<file path="src/rtl/mul_pkg.sv">
// Shared constants for the multiplier writeback slice: word/product widths and
// the helper that sizes FIFO pointers.
package mul_pkg;

   localparam int WORD_W  = 32;
   localparam int PROD_W  = 2 * WORD_W;
   localparam int ENTRY_W = PROD_W + 1;

   // A depth of one still needs a one-bit pointer so the vectors stay legal
   function automatic int ptr_w(input int depth);
      if (depth > 2) begin
         return $clog2(depth);
      end else begin
         return 1;
      end
   endfunction

endpackage

</file>
<file path="src/rtl/mul_prod_fifo.sv">
// Product FIFO: DEPTH entries of {ovf, product}. It keeps read/write pointers
// and an occupancy count, and shows the head entry combinationally.
module mul_prod_fifo
   import mul_pkg::*;
#(
   parameter int WIDTH = ENTRY_W,
   parameter int DEPTH = 2,
   localparam int PTR_W = ptr_w(DEPTH)
)(
   input  logic             clk,
   input  logic             rst,
   input  logic             push,
   input  logic             pop,
   input  logic [WIDTH-1:0] wdata,
   output logic [WIDTH-1:0] head,
   output logic [PTR_W:0]   count,
   output logic             full,
   output logic             empty
);

   logic [WIDTH-1:0] mem_r [DEPTH];
   logic [PTR_W-1:0] wr_ptr_r;
   logic [PTR_W-1:0] rd_ptr_r;
   logic [PTR_W:0]   count_r;
   logic             push_s;
   logic             pop_s;

   assign full   = (count_r == (PTR_W+1)'(DEPTH));
   assign empty  = (count_r == '0);
   assign push_s = push & ~full;
   assign pop_s  = pop & ~empty;
   assign head   = mem_r[rd_ptr_r];
   assign count  = count_r;

   // Entry storage; contents are don't-care once the pointers are reset
   always_ff @(posedge clk) begin
      if (push_s) begin
         mem_r[wr_ptr_r] <= wdata;
      end
   end

   // Pointer and occupancy bookkeeping; power-of-two depth wraps naturally
   always_ff @(posedge clk or posedge rst) begin
      if (rst) begin
         wr_ptr_r <= '0;
         rd_ptr_r <= '0;
         count_r  <= '0;
      end else begin
         if (push_s) begin
            wr_ptr_r <= wr_ptr_r + PTR_W'(1);
         end
         if (pop_s) begin
            rd_ptr_r <= rd_ptr_r + PTR_W'(1);
         end
         case ({push_s, pop_s})
            2'b10:   count_r <= count_r + (PTR_W+1)'(1);
            2'b01:   count_r <= count_r - (PTR_W+1)'(1);
            default: count_r <= count_r;
         endcase
      end
   end

endmodule

</file>
<file path="src/rtl/mul_hilo_writeback.sv">
// Multiplier writeback stage: buffers products, commits them to HI/LO when the
// pipeline drains, services mthi/mtlo and tracks sticky overflow/non-fit.
module mul_hilo_writeback
   import mul_pkg::*;
#(
   parameter int WORD_W = mul_pkg::WORD_W,
   parameter int DEPTH  = 2,
   localparam int PTR_W = ptr_w(DEPTH)
)(
   input  logic                clk,
   input  logic                rst,
   input  logic                in_valid,
   output logic                in_ready,
   input  logic [2*WORD_W-1:0] in_prod,
   input  logic                in_ovf,
   input  logic                drain_en,
   input  logic                mthi_we,
   input  logic                mtlo_we,
   input  logic [WORD_W-1:0]   wdata,
   input  logic                ovf_clr,
   output logic [WORD_W-1:0]   hi,
   output logic [WORD_W-1:0]   lo,
   output logic                ovf_sticky,
   output logic [PTR_W:0]      pending
);

   localparam int E_W = 2 * WORD_W + 1;

   logic [E_W-1:0]    head_s;
   logic              fifo_full_s;
   logic              fifo_empty_s;
   logic              push_s;
   logic              commit_s;
   logic [WORD_W:0]   upper_s;
   logic              nofit_s;
   logic              set_s;
   logic [WORD_W-1:0] hi_r;
   logic [WORD_W-1:0] lo_r;
   logic              sticky_r;
   logic [WORD_W-1:0] hi_nxt_s;
   logic [WORD_W-1:0] lo_nxt_s;
   logic              sticky_nxt_s;

   assign in_ready = ~fifo_full_s;
   assign push_s   = in_valid & in_ready;
   assign commit_s = drain_en & ~fifo_empty_s;

   mul_prod_fifo #(
      .WIDTH (E_W),
      .DEPTH (DEPTH)
   ) u_fifo (
      .clk   (clk),
      .rst   (rst),
      .push  (push_s),
      .pop   (commit_s),
      .wdata ({in_ovf, in_prod}),
      .head  (head_s),
      .count (pending),
      .full  (fifo_full_s),
      .empty (fifo_empty_s)
   );

   // The product fits in a signed word only if bits [2W-1:W-1] are all equal
   assign upper_s = head_s[2*WORD_W-1:WORD_W-1];
   assign nofit_s = ~((&upper_s) | ~(|upper_s));
   assign set_s   = commit_s & (head_s[E_W-1] | nofit_s);

   // Next-state selection: mt writes override the popped half they target
   always_comb begin
      hi_nxt_s     = hi_r;
      lo_nxt_s     = lo_r;
      sticky_nxt_s = sticky_r;
      if (mthi_we) begin
         hi_nxt_s = wdata;
      end else if (commit_s) begin
         hi_nxt_s = head_s[2*WORD_W-1:WORD_W];
      end else begin
         hi_nxt_s = hi_r;
      end
      if (mtlo_we) begin
         lo_nxt_s = wdata;
      end else if (commit_s) begin
         lo_nxt_s = head_s[WORD_W-1:0];
      end else begin
         lo_nxt_s = lo_r;
      end
      if (set_s) begin
         sticky_nxt_s = 1'b1;
      end else if (ovf_clr) begin
         sticky_nxt_s = 1'b0;
      end else begin
         sticky_nxt_s = sticky_r;
      end
   end

   // Architectural HI/LO and sticky status registers
   always_ff @(posedge clk or posedge rst) begin
      if (rst) begin
         hi_r     <= '0;
         lo_r     <= '0;
         sticky_r <= 1'b0;
      end else begin
         hi_r     <= hi_nxt_s;
         lo_r     <= lo_nxt_s;
         sticky_r <= sticky_nxt_s;
      end
   end

   assign hi         = hi_r;
   assign lo         = lo_r;
   assign ovf_sticky = sticky_r;

endmodule

</file>
<file path="config.mk">
export PLATFORM = sky130hd
export DESIGN_NAME = mul_hilo_writeback
export DESIGN_NICKNAME = d
export VERILOG_FILES = /design/src/rtl/mul_pkg.sv /design/src/rtl/mul_prod_fifo.sv /design/src/rtl/mul_hilo_writeback.sv
export SDC_FILE = /design/constraint.sdc
export NUM_CORES = 1
export LEC_CHECK = 0
export BUFFER_PORTS_ARGS = -buffer_cell sky130_fd_sc_hd__buf_2
export CORE_ASPECT_RATIO = 0.75
export CORE_UTILIZATION = 35
export DETAILED_ROUTE_END_ITERATION = 10
export HOLD_SLACK_MARGIN = 0.05
export SLEW_MARGIN = 10
export SYNTH_ARGS = -nofsm -noshare
export SYNTH_HDL_FRONTEND = slang
export SYNTH_SLANG_ARGS = --single-unit
export TNS_END_PERCENT = 100
</file>
<file path="constraint.sdc">
create_clock -name clk -period 10.65 [get_ports clk]
set_input_delay 1.065 -clock clk [delete_from_list [all_inputs] [get_ports clk]]
set_output_delay 1.065 -clock clk [all_outputs]
set_load 0.01 [all_outputs]
</file>
### Word-level counts from Yosys, hierarchy flattened

Memories as Yosys holds them, arrays and structs flattened.
Cells that the tools add are included.

| word-level totals | value |
|---|---|
| register bits after elaboration | 69 |
| memory bits (writable) | 130 |
| input port bits | 104 |
| output and inout port bits | 68 |
| memories | 1 |

Memory list:

| memory | words | width | rd ports | clocked after memory_dff | write ports | RTL line | text |
|---|---|---|---|---|---|---|---|
| u_fifo.mem_r | 2 | 65 | 1 | 0 | 1 | mul_prod_fifo.sv:21 | `logic [WIDTH-1:0] mem_r [DEPTH];` |

| operators by class | value |
|---|---|
| add/subtract/negate cells | 4 |
| eq/ne operators | 3 |
| mux-type cells | 9 |
| bitwise gates (word level) | 11 |
| reduce and logical (&&, ||, !) cells | 7 |

Operators with widths:

| kind | number |
|---|---|
| $mux W32 | 4 |
| $reduce_and A33 Y1 | 1 |
| $reduce_or A33 Y1 | 1 |
| $reduce_bool A2 Y1 | 4 |
| $and A1 B1 Y1 | 5 |
| $eq A2 B2 Y1 const B | 2 |
| $mux W1 | 4 |
| $not A1 Y1 | 4 |
| $pmux W2 S2 | 1 |
| $add A1 B1 Y1 const B | 2 |
| $add A2 B1 Y2 const B | 1 |
| $eq A2 B1 Y1 const B | 1 |
| $logic_not A2 Y1 | 1 |
| $or A1 B1 Y1 | 2 |
| $sub A2 B1 Y2 const B | 1 |

### Depth between registers and ports, before layout

Gate-level depths: netlist of the first run.
An unclocked memory read counts as a cell.

| depth | value |
|---|---|
| depth in word-level cells | 8 |
| gate-level depth with buffers | 7 |
| depth with buffers taken out | 6 |

### Cells and area by module

Synthesis of the first run repeated with hierarchy kept, for this count alone.

| unflattened totals | value |
|---|---|
| cells, all modules | 530 |
| area, all modules | 8156.6 um2 |

Modules (own cells, without submodules):

| module | instances | cells an instance | area an instance (um2) | seq. area each (um2) |
|---|---|---|---|---|
| mul_prod_fifo | 1 | 221 | 5049.8 | 4003.8 |
| mul_hilo_writeback | 1 | 309 | 3106.7 | 1626.6 |

### Worst setup path after synthesis of the first run

No wires, ideal clock.

| path | value |
|---|---|
| path type | input to register |
| start point | input port in_valid |
| end point | memory u_fifo.mem_r[0][0] (netlist bit), enable pin |
| setup time | 0.488 ns |
| data arrival time | 3.878 ns |
| slack | 6.284 ns |
| cell stages on the path | 2 |
| path buffers | 0 |
| path through | nand2_1 > nor2_1 |

| on the way | value |
|---|---|
| longest elaborated chain between the ends | 4 |

RTL lines:

| element | RTL line | text |
|---|---|---|
| start, declared | mul_hilo_writeback.sv:12 | `input logic in_valid,` |
| $and A1 B1 Y1 | mul_hilo_writeback.sv:45 | `assign push_s = in_valid & in_ready;` |
| $and A1 B1 Y1 | mul_prod_fifo.sv:30 | `assign push_s = push & ~full;` |
| $mux W1 | mul_prod_fifo.sv:37 | `if (push_s) begin` |
| $mux W1 (not written as such) | mul_prod_fifo.sv:38 | `mem_r[wr_ptr_r] <= wdata;` |
| end, declared | mul_prod_fifo.sv:21 |  |

Every way passes these cells.

### Worst setup path in the final report of the first run

| path | value |
|---|---|
| start point | register u_fifo.rd_ptr_r |
| end point | register sticky_r (netlist: ovf_sticky) |

| on the way | value |
|---|---|
| longest elaborated chain between the ends | 8 |
| elaborated cells on any way between the ends | 10 |
| classes of those cells | mux: 1; bitwise: 5; reduce/logical: 3; memory: 1 |

RTL lines:

| element | RTL line | text |
|---|---|---|
| start, declared | mul_prod_fifo.sv:23 | `logic [PTR_W-1:0] rd_ptr_r;` |
| start signal, assigned | mul_prod_fifo.sv:53 | `rd_ptr_r <= rd_ptr_r + PTR_W'(1);` |
| $mem_v2 Z2 W65 (*) | -- |  |
| $reduce_or A33 Y1 | mul_hilo_writeback.sv:65 | `assign nofit_s = ~((&upper_s) \| ~(\|upper_s));` |
| $not A1 Y1 | mul_hilo_writeback.sv:65 |  |
| $or A1 B1 Y1 | mul_hilo_writeback.sv:65 |  |
| $not A1 Y1 | mul_hilo_writeback.sv:65 |  |
| $or A1 B1 Y1 (*) | mul_hilo_writeback.sv:66 | `assign set_s = commit_s & (head_s[E_W-1] \| nofit_s);` |
| $and A1 B1 Y1 (*) | mul_hilo_writeback.sv:66 |  |
| $mux W1 / $reduce_bool A2 Y1 (equally long branches) | -- |  |
| end signal, assigned | mul_hilo_writeback.sv:105 | `sticky_r <= sticky_nxt_s;` |
| end, declared | mul_hilo_writeback.sv:39 | `logic sticky_r;` |

Every way passes the cells marked *; elsewhere a longest branch is shown, timed or not.
A chain may end at the register's enable or synchronous reset.

==> results of run 1 <==
==> cell type report <==
| class | instances | area, sq um |
|---|---|---|
| repair buffers | 176 | 893 |
| inverters | 2 | 8.76 |
| multi-input cells | 394 | 2230 |
| diodes | 2 | 5.00 |
| fillers | 2090 | 12600 |
| clock buffers | 18 | 429 |
| flip-flops and latches | 199 | 5630 |
| well taps | 294 | 368 |
| clock inverters | 14 | 123 |
==> where the power goes <==
group	switching, mW	internal (mW)
clock	0.292	0.325
sequential	0.127	1.03
combinational	0.373	0.233
total	0.792	1.59
==> cells by family after synthesis <==
logic type               after synthesis  share of synthesized area [%]
flip-flops                           199                           70.0
AND/OR/NAND/NOR                      186                           10.1
AO/OA/AOI/OAI                        139                           8.92
multiplexers                          63                           7.84
buffers and inverters                 38                           2.44
XOR/XNOR                               5                          0.545
adder cells (fa/ha/maj)                1                          0.156
==> flip-flops by register name (all words and copies together) (netlist names) <==
signal and cells:
hi 32, lo 32, ovf_sticky 1, u_fifo.count 2, u_fifo.mem_r 130, u_fifo.rd_ptr_r 1
u_fifo.wr_ptr_r 1
==> through the flow <==
| step | instance area, sq um | hold slack, ns | setup slack [ns] |
|---|---|---|---|
| 2_1_floorplan | 8040 | 0.461 | 6.28 |
| 3_3_place_gp | 9130 | 0.532 | 7.63 |
| 3_5_place_dp | 9130 | 0.540 | 7.64 |
| 4_1_cts | 9690 | 0.555 | 7.76 |
| 5_1_grt | 9690 | 0.578 | 7.66 |
| 6_report | 9690 | 0.558 | 7.75 |
==> worst min path at each step <==
stage,from,to,slack (ns),depth (start not counted)
global placement,u_fifo.wr_ptr_r$_DFFE_PP0P_,u_fifo.wr_ptr_r$_DFFE_PP0P_,0.53,1
global route,lo[29]$_DFFE_PP0P_,lo[29]$_DFFE_PP0P_,0.58,2
floorplan,u_fifo.wr_ptr_r$_DFFE_PP0P_,u_fifo.wr_ptr_r$_DFFE_PP0P_,0.46,1
detailed placement,u_fifo.wr_ptr_r$_DFFE_PP0P_,u_fifo.wr_ptr_r$_DFFE_PP0P_,0.54,1
CTS,u_fifo.wr_ptr_r$_DFFE_PP0P_,u_fifo.wr_ptr_r$_DFFE_PP0P_,0.56,1
finish,lo[31]$_DFFE_PP0P_,lo[31]$_DFFE_PP0P_,0.56,2
==> metal layers <==
metal	vias to the layer above	routed length [um]
met4	0	191
met1	2683	10300
met3	12	1480
met2	175	9120
li1	2612	-
met5	-	0
==> placed cells by master (no fill, tap or decap), types with 3 or more instances in the layout <==
| master | Yosys | layout |
|---|---|---|
| nor2_1 | 65 | 64 |
| xnor2_1 | 4 | 4 |
| inv_6 | 0 | 4 |
| nand3_1 | 12 | 12 |
| buf_2 | 7 | 171 |
| a21oi_1 | 64 | 64 |
| mux2i_1 | 63 | 63 |
| nand2_1 | 72 | 72 |
| buf_4 | 5 | 5 |
| o21ai_0 | 69 | 69 |
| clkbuf_16 | 0 | 17 |
| clkinv_2 | 0 | 4 |
| dfrtp_1 | 69 | 68 |
| nand2b_1 | 5 | 5 |
| nor3_1 | 3 | 3 |
| nand4_1 | 9 | 9 |
| nor4_1 | 12 | 12 |
| edfxtp_1 | 130 | 130 |
==> worst max-delay path: stages (launching register included) <==
cell and delay (ns):
dfrtp_4 0.85, buf_4 0.67, mux2i_1 0.58, nand4_1 0.18, a21oi_1 0.15, a32oi_1 0.11, o31a_1 0.15
==> out/results.tsv, run 1 <==
metric	value	unit
Synth area leader	edfxtp_1	
EDFF count, synth	130	
final worst-path cycle share	27.2	%
Final Non-Filler Cells	1099	
Post-synth ARST share	34.7	%
min cycle time layout	2.90	ns
Die Footprint	23600	sq um
synthesized instance count	631	
main flop type after synthesis	edfxtp_1	
CP Class	flop to flop	
Pwr Total	2.38	mW
core area	22300	sq um
GPL Wtd Cong	0.787	
Top Usage Layer GRT	met1	
Critical R2R Launch	u_fifo.rd_ptr_r$_DFFE_PP0P_	
Seq cells post-synth	199	
post-CTS setup buffer count	0	
largest net degree at the start of global routing	92	
DRC Markers	0	
vias post-DR	5482	
area grow syn2layout	20.5	%
critical path required time	10.97	ns
Starting Density	36.1	%
Via density	4.99	
peak supply drop	0.0958	mV
Power Dens Cells	245	nW/um^2
Rel. slew slack	28.6	%
met2 Resource Use GR	26.2	%
clk_lat worst skew	0.43	ns
placed cells	1065	
row cnt	47	
WL/cell	19.2	um
critical path capture point	ovf_sticky$_DFFE_PP0P_	
reg2reg end	ovf_sticky$_DFFE_PP0P_	
top-count cell post-synth	edfxtp_1	
mapped cell area	8040	sq um
mean post-synth cell area	12.7	sq um
final net count	895	
WL final	21100	um
clock skew	0.0113	ns
post-route ant nets	0	
first-pass GRT wire length	31500	um
Hold Crit Class	flop to flop	
top-area cell type share of the netlist area	48.6	%
Critical Path AT	3.22	ns
Netlist cell types	33	
status	complete, no violations	
setup TNS	0	ns
RSZ-0062 raised after global routing	false	
HPWL Detailed	14800	um
Final Util	43.5	%
Total Routing Usage GR	18.2	%
drt pass-1 iters	5	
antenna violations before repair	1	
Peak Freq	0.345	GHz
deepest clock path buffer count	2	
largest cells by area after synthesis	edfxtp_1 49%, dfrtp_1 21%, mux2i_1 7.8%, o21ai_0 4.3%, a21oi_1 4.0%	
CP startpoint	u_fifo.rd_ptr_r$_DFFE_PP0P_	
r2r setup slk	7.75	ns
# Max-Cap Violations	0	
CTS Buf Count	17	
I/O pin cnt	172	
sequential area share after synthesis	70.0	%
crit-path max FO	47	
Die W	177	um
fraction of layout cells with a size suffix above 1	26.7	%
Worst-Margin Slew	1.07	ns
Slew Viols, Final	0	
number of global-route vias before repair	5242	
CTS clk-pin slew, worst paths	0.07	ns
Post-CTS Hold Fix Bufs	0	
M1 GR Usage	27.4	%
TritonCTS clock tree	yes	
endpoint class of the critical path	flop	
nature of the critical path startpoint	flop	
input/output buffers	171	
CTS Root Buffer Type	clkbuf_16	
met3 GRT Util	4.77	%
post-cts sizing count	0	
clock sinks	199	
Yosys warning count	0	
total grt overflow	0	
final count of negative-setup-slack endpoints	0	
R2R cell count	6	
Final Hold Fails	0	
1st-iter DRT viols	335	
LEAKAGE	3.95	nW
syn nets	736	
Die Ht	133	um
CTS H-tree lvls	4	
synth cell count leaders	130 x edfxtp_1, 72 x nand2_1, 69 x dfrtp_1, 69 x o21ai_0, 65 x nor2_1	
Power figures use the tool's default switching activity.
==> inputs of run 2 (changes only) <==
clock period = 2.6 ns   (was 10.65 ns; I/O delays follow)
==> out/results.tsv, run 2 (synthesis results as in run 1) <==
metric	value	unit	change
RSZ-0062 raised after global routing	false		unchanged
highest-count cells in the layout ignoring fill and taps	171 x buf_2, 130 x edfxtp_1, 72 x nand2_1		unchanged
CTS Root Buffer Type	clkbuf_16		unchanged
CP startpoint	u_fifo.rd_ptr_r$_DFFE_PP0P_		unchanged
Hold Crit Class	input pin to flop		was flop to flop
FF/Latch Area	5630	sq um	unchanged
final count of negative-setup-slack endpoints	0		unchanged
final net count	966		was 895
peak supply drop	0.432	mV	was 0.0958 mV
Clk pwr share	27.6	%	was 25.9%
Critical R2R Launch	u_fifo.rd_ptr_r$_DFFE_PP0P_		unchanged
CTS Buf Count	17		unchanged
Top Family by Delay on Critical Path	flip-flops		unchanged
clock sinks	199		unchanged
I/O pin cnt	172		unchanged
cell-internal power	6.93	mW	was 1.59 mW
Starting Density	36.1	%	unchanged
Largest stage delay, worst path	0.90	ns	was 0.85 ns
Hold Worst Slack	0.0648	ns	was 0.558 ns
crit-path max FO	49		was 47
WL/cell	18.7	um	was 19.2 um
largest net degree at the start of global routing	66		was 92
area post-placement	9230	sq um	was 9130 sq um
post-route ant nets	0		unchanged
CTS clk-pin slew, worst paths	0.07	ns	about the same
Pwr Total	10.2	mW	was 2.38 mW
vias post-DR	5693		was 5,482
min cycle time layout	2.24	ns	was 2.90 ns
Net Sw Frac	31.7	%	was 33.3%
deepest clock path buffer count	2		unchanged
Reg power frac	46.8	%	was 48.6%
clk_lat worst skew	0.43	ns	about the same
Slew Viols, Final	0		unchanged
CP max-delay cell	dfrtp_4		unchanged
min-delay src	wdata[15]		was lo[31]$_DFFE_PP0P_
max FFs per register	130		unchanged
CTS H-tree lvls	4		unchanged
sw power	3.22	mW	was 0.792 mW
Power Dens Cells	966	nW/um^2	was 245 nW/um^2
DRC Markers	0		unchanged
Die Ht	133	um	unchanged
critical path required time	2.89	ns	was 10.97 ns
GPL Wtd Cong	0.834		was 0.787
Final Hold Fails	0		unchanged
cell area after layout	10500	sq um	was 9690 sq um
final worst-path cycle share	86.2	%	was 27.2%
Peak Freq	0.446	GHz	was 0.345 GHz
CP Class	flop to flop		unchanged
1st-iter DRT viols	382		was 335
setup TNS	0	ns	unchanged
status	complete, no violations		unchanged
row cnt	47		unchanged
clock skew	0.00839	ns	was 0.0113 ns
Via density	4.87		was 4.99
core area	22300	sq um	unchanged
WL final	21800	um	was 21,100 um
total grt overflow	0		unchanged
# Max-Cap Violations	0		unchanged
first-pass GRT wire length	32400	um	was 31,500 um
nature of the critical path startpoint	flop		unchanged
HPWL Detailed	14900	um	was 14,800 um
antenna violations before repair	0		was 1
Critical Path AT	2.53	ns	was 3.22 ns
Die Footprint	23600	sq um	unchanged
Biggest register	u_fifo.mem_r		unchanged
Total Routing Usage GR	18.6	%	was 18.2%
n_diodes	0		was 2
most common cell after layout, fill and taps aside	buf_2		unchanged
endpoint class of the critical path	flop		unchanged
Comb power frac	25.6	%	was 25.5%
LEAKAGE	4.30	nW	was 3.95 nW
drt pass-1 iters	5		unchanged
Multi-input gate area	2230	sq um	unchanged
Worst-Margin Slew	1.00	ns	was 1.07 ns
number of global-route vias before repair	5484		was 5,242
TritonCTS clock tree	yes		unchanged
input/output buffers	171		unchanged
fraction of layout cells with a size suffix above 1	24.8	%	was 26.7%
Rel. slew slack	33.0	%	was 28.6%
area grow syn2layout	30.8	%	was 20.5%
CP Cell Sequence	buf_4, mux2i_1, nor2_1, a21oi_1, o21ai_0		was buf_4, mux2i_1, nand4_1, a21oi_1, a32oi_1, o31a_1
FILL cells	2058		was 2,090
CP bufs+invs	1		unchanged
Die W	177	um	unchanged
==> run 2: tightest hold or removal path, delay by kind of cell <==
kind | cells | cell delay, ns
AOI/OAI and AO/OA | 1 | 0.05
buffers and inverters | 1 | 0.10
and+or+nand+nor | 1 | 0.05
==> run 2: repair_timing <==
| action | 4_1_cts | 5_1_grt |
|---|---|---|
| hold buffers | 66 | 0 |
| hold endpoints to repair | 152 | 0 |
| setup buffers | 0 | 0 |
| gates resized for setup | 0 | 0 |
==> run 2: path summary, 6_finish.rpt <==
| kind | endpoint | slack (ns) | cells after the start |
|---|---|---|---|
| worst max-delay path | hi[18]$_DFFE_PP0P_ | 0.36 | 5 |
| worst min-delay path | hi[15]$_DFFE_PP0P_ | 0.06 | 3 |
| worst max register to register | hi[18]$_DFFE_PP0P_ | 0.36 | 5 |
| worst min register to register | u_fifo.wr_ptr_r$_DFFE_PP0P_ | 0.55 | 1 |
| max in group asynchronous | u_fifo.rd_ptr_r$_DFFE_PP0P_ | 1.54 | 4 |
| min in group asynchronous | lo[8]$_DFFE_PP0P_ | 0.40 | 3 |
==> run 2: power groups by stage <==
stage	Combinational (mW)	Clock [mW]	Sequential, mW
2_1_floorplan	1.75	0	4.66
3_3_place_gp	2.54	0	4.79
3_5_place_dp	2.56	0	4.81
4_1_cts	2.64	2.85	4.75
5_1_grt	2.88	2.98	4.82
6_report	2.60	2.80	4.75
==> run 2: routing by layer <==
layer  vias up  part of all wire (%)  global-route usage, %  routed length, um
met2       187                    44                   27.3               9520
li1       2751                     -                      -                  -
met5         -                     0                      0                  0
met3        14                   6.1                   4.28               1330
met4         0                   1.0                   4.41                217
met1      2741                    49                   27.9              10700
==> run 2: area by class of cell <==
class,instances,share of cell area [%]
clock buffers,21,4.28
clock inverters,11,1.61
inverters,2,0.0833
multi-input cells,394,21.2
flip-flops and latches,199,53.6
well taps,294,3.50
repair buffers,247,15.7
==> run 2: through the flow <==
| stage | setup slack, ns | cells | utilization (%) |
|---|---|---|---|
| finish | 0.358 | 1168 | 47.2 |
| global route | 0.188 | 1168 | 47.2 |
| CTS | 0.353 | 1168 | 47.2 |
| detailed placement | 0.358 | 1070 | 41.4 |
| global placement | 0.363 | 1070 | 41.4 |
| floorplan | 0.382 | 631 | - |
